**src/rtl/prog_counter_n.sv**
```systemverilog
// Parameterised up/down program counter with load, synchronous clear and
// wrap or saturate behaviour, plus a registered boundary-crossing pulse.
module prog_counter_n #(
    parameter int unsigned WIDTH    = 16,
    parameter int unsigned STEP     = 1,
    parameter bit          SATURATE = 1'b0
) (
    input  logic             clk,
    input  logic             reset,
    input  logic             clr,
    input  logic             load,
    input  logic [WIDTH-1:0] in,
    input  logic             en,
    input  logic             inc,
    input  logic             dec,
    output logic [WIDTH-1:0] out,
    output logic             ovf,
    output logic             at_max,
    output logic             at_min
);

    localparam logic [WIDTH:0] STEP_EXT = (WIDTH+1)'(STEP);

    logic [WIDTH-1:0] out_q, out_d;
    logic             ovf_q, ovf_d;
    logic [WIDTH:0]   sum, diff;
    logic             count_up, count_down;

    // Extra top bit of sum/diff is the carry/borrow out of the WIDTH-bit count.
    assign sum        = {1'b0, out_q} + STEP_EXT;
    assign diff       = {1'b0, out_q} - STEP_EXT;
    assign count_up   = en & inc & ~dec;
    assign count_down = en & dec & ~inc;

    always_comb begin
        out_d = out_q;
        ovf_d = 1'b0;
        if (clr) begin
            out_d = '0;
        end else if (load) begin
            out_d = in;
        end else if (count_up) begin
            ovf_d = sum[WIDTH];
            if (sum[WIDTH] && SATURATE) begin
                out_d = '1;
            end else begin
                out_d = sum[WIDTH-1:0];
            end
        end else if (count_down) begin
            ovf_d = diff[WIDTH];
            if (diff[WIDTH] && SATURATE) begin
                out_d = '0;
            end else begin
                out_d = diff[WIDTH-1:0];
            end
        end
    end

    always_ff @(posedge clk or posedge reset) begin
        if (reset) begin
            out_q <= '0;
            ovf_q <= 1'b0;
        end else begin
            out_q <= out_d;
            ovf_q <= ovf_d;
        end
    end

    assign out    = out_q;
    assign ovf    = ovf_q;
    assign at_max = &out_q;
    assign at_min = ~|out_q;

endmodule

```
**config.mk**
```make
export PLATFORM = sky130hd
export DESIGN_NAME = prog_counter_n
export DESIGN_NICKNAME = d
export VERILOG_FILES = /design/src/rtl/prog_counter_n.sv
export SDC_FILE = /design/constraint.sdc
export NUM_CORES = 1
export LEC_CHECK = 0
export CORE_ASPECT_RATIO = 1.1
export CORE_MARGIN = 10
export CORE_UTILIZATION = 47
export CTS_CLUSTER_SIZE = 14
export DETAILED_ROUTE_END_ITERATION = 12
export GPL_TIMING_DRIVEN = 1
export PLACE_DENSITY_LB_ADDON = 0.15
export SYNTH_ARGS = -nofsm -noshare
export SYNTH_HDL_FRONTEND = slang
export SYNTH_SLANG_ARGS = --single-unit
```
**constraint.sdc**
```tcl
create_clock -name clk -period 2.13 [get_ports clk]
set_clock_uncertainty 0.05 [all_clocks]
set_input_delay 0.213 -clock clk [delete_from_list [all_inputs] [get_ports clk]]
set_output_delay 0.213 -clock clk [all_outputs]
set_load 0.03 [all_outputs]
```
==> impl_metrics.csv <==
group,metric,value,unit
run_status,status,"completed",
route,first_pass_iters,5,
worst_setup_path,worstPathCellList,"inv_2, ha_4, nor4b_4, nand3_2, buf_4, nor3_2, buf_4",
timing,setup_viol,0,
clock_tree,ctsHoldBuffers,0,
yosys,synth.most_common_cell,"nor2_1",
worst_setup_path,rr_endpoint,"out[14]$_DFFE_PP0P_",
yosys,syn_avg_cell_area,7.63,µm²
timing,layout_setup_ws,79.9,ps
worst_setup_path,worstSetupPathType,"reg2out",
timing,hold_viol,0,
timing,tightest_slew,717,ps
timing,fmax,488,MHz
yosys,seq_area_frac_synth,0.312,
yosys,synthDistinctLibCells,40,
die,start_util,0.491,
worst_setup_path,worstSetupStartpointType,"register",
clock_tree,cts_root_buf,"clkbuf_4",
worst_setup_path,slowest_stage,"dfrtp_2",
power_and_ir_drop,total_power,0.974,mW
worst_setup_path,path_common_cell,"buf_4",
die,design.portCount,42,
clock_tree,cts_tree,"done",
power_and_ir_drop,leakagePower,0.793,nW
yosys,synthTopCellsByArea,"dfrtp_1 (31%), nor2_1 (6.6%), xnor2_1 (5.8%)",
yosys,syn-instance-count,179,
grt,grt_pass1_vias,1634,
clock_tree,clock_latency,310,ps
worst_setup_path,cpPeakStageDelay,450,ps
layout,antenna_cells,0,
worst_setup_path,r2r_cells,6,
worst_hold_path,hold_path.class,"in2async",
placed_design,hpwl,3600,µm
layout,drive_gt1_frac,0.212,
yosys,async_flop_share,1.00,
yosys,synth_common_cells,"nor2_1 (24), dfrtp_1 (17), nand2_1 (17), nand3_1 (11), a21oi_1 (10)",
placed_design,gp_congestion,0.943,
yosys,synth_edf_count,0,
layout,area_growth,50.9,%
timing,rsz0062_at_grt,"true",
worst_setup_path,rr_startpoint,"out[0]$_DFFE_PP0P_",
grt,antenna_found_initial,0,
route,via_per_inst,5.90,
worst_setup_path,worst-path-max-fanout,4,
timing,drv_slew,0,
route,final_antenna_net_count,0,
yosys,yosys_register_bits,17,
yosys,synth_nets,204,
timing,finalSetupTns,0,ps
yosys,synth_top_cell_by_area,"dfrtp_1",
layout,fin_util,0.741,
route,drc_errors,0,
grt,grt_use_total,0.173,
clock_tree,cts_inserted_buffers,3,
yosys,ys.flop_type,"dfrtp_1",
die,die-height,76.5,µm
timing,maxSlewHeadroom,0.522,
worst_setup_path,rrSetupSlack,90,ps
route,finalWirelength,4760,µm
grt,grt_pass1_wl,7960,µm
grt,grt_max_degree,27,
route,avgRoutedWirePerCell,17.4,µm
route,drtIter0Drc,117,
placed_design,post-place-ws,-122,ps
clock_tree,cts.sinks,17,
yosys,synth_top_cell_area_share,0.312,
yosys,synthesis.area,1370,µm²
die,design.core.area,2780,µm²
power_and_ir_drop,p_per_area,473,nW/µm²
placed_design,port_buffers,41,
die,die_x,71.4,µm
clock_tree,h-tree-depth,1,
worst_setup_path,critPathRequiredTime,1870,ps
grt,grt.overflow.total,0,
clock_tree,clkTransAtPathRegs,110,ps
run,drv_cap,0,
die,core.rowCount,20,
worst_setup_path,arrival,1790,ps
power_and_ir_drop,vdd_drop_max,0.407,mV
layout,fin_nets,267,
worst_setup_path,endpoint_kind,"primary output",
timing,min_period_over_period,0.962,
clock_tree,clockBufferDepth,2,
timing,post-route-min-period,2050,ps
route,vias,1617,
yosys,synth-warning-count,0,
die,die_area,5460,µm²
cell type report:
class	count	area [µm²]
Sequential cell	17	428
Fill cell	215	718
Timing Repair Buffer	70	623
Clock buffer	4	26.3
Tap cell	33	41.3
Multi-Input combinational cell	143	915
Inverter	7	26.3
per-stage QoR:
stage,instance area (µm²),hold WS [ps],cells
floorplan,1370,88.9,179
global placement,1940,549,264
detailed placement,1940,577,264
CTS,2010,288,271
global route,2060,309,274
finish,2060,259,274
worst max-delay path, delay by kind of cell, from the launching register on:
kind | cells | cell delay, ps
buffers and inverters | 3 | 430
adders and majority gates | 1 | 160
and+or+nand+nor | 3 | 440
DFF | 1 | 450
per-layer routing:
| layer | vias to the layer above | global-route usage | routed length [µm] |
|---|---|---|---|
| met5 | - | 0 | 0 |
| met4 | 0 | 0.0891 | 99 |
| met3 | 11 | 0.0365 | 272 |
| met2 | 58 | 0.291 | 2420 |
| met1 | 766 | 0.197 | 1960 |
| li1 | 782 | - | - |
how the worst max path moves through the flow:
stage                        from                   to  slack, ps  depth (start not counted)
6_report       out[0]$_DFFE_PP0P_               at_min         80                          7
5_1_grt        out[0]$_DFFE_PP0P_  out[14]$_DFFE_PP0P_        -20                          6
4_1_cts        out[1]$_DFFE_PP0P_               at_min        0.2                          7
3_5_place_dp                  dec   out[8]$_DFFE_PP0P_       -120                          7
3_3_place_gp                  dec  out[14]$_DFFE_PP0P_        -20                          6
2_1_floorplan  out[2]$_DFFE_PP0P_  out[14]$_DFFE_PP0P_         20                          6
state kept, by name, summed over array words and instances, names as in the netlist:
name	flops
out	16
ovf	1
logic make-up after synthesis:
group / share of synthesized area
and+or+nand+nor: 0.348
AOI/OAI and AO/OA: 0.190
buffers and inverters: 0.0550
DFF: 0.312
xor gates and xnor gates: 0.0770
adders and majority gates: 0.0183
report_power, final:
group | total (mW) | internal [mW] | switching, mW
sequential | 0.382 | 0.345 | 0.0371
clock | 0.189 | 0.0731 | 0.116
combinational | 0.403 | 0.196 | 0.207
total | 0.974 | 0.614 | 0.360
placed cells by master, fill, tap and decap left out, types with 3 or more instances in the layout:
| cell | netlist | final |
|---|---|---|
| a211oi_1 | 8 | 8 |
| a21oi_1 | 10 | 9 |
| buf_4 | 0 | 31 |
| clkbuf_4 | 0 | 3 |
| clkdlybuf4s50_1 | 0 | 39 |
| dfrtp_1 | 17 | 15 |
| inv_1 | 6 | 4 |
| inv_2 | 1 | 3 |
| nand2_1 | 17 | 17 |
| nand3_1 | 11 | 10 |
| nand3b_1 | 3 | 3 |
| nand4_1 | 5 | 5 |
| nor2_1 | 24 | 22 |
| nor3_1 | 9 | 8 |
| nor4_1 | 3 | 3 |
| o211ai_1 | 3 | 3 |
| o21ai_0 | 3 | 3 |
| o21ai_1 | 4 | 4 |
| o311ai_1 | 3 | 3 |
| or3_1 | 4 | 4 |
| xnor2_1 | 9 | 9 |
| xor2_1 | 3 | 3 |
repair_timing:
action,4_1_cts,5_1_grt
endpoints found under the hold margin,0,0
endpoints found under the setup margin,1,5
resized for setup,3,9
setup buffers,3,3
No activity file was read; power rests on OpenSTA's default activity.
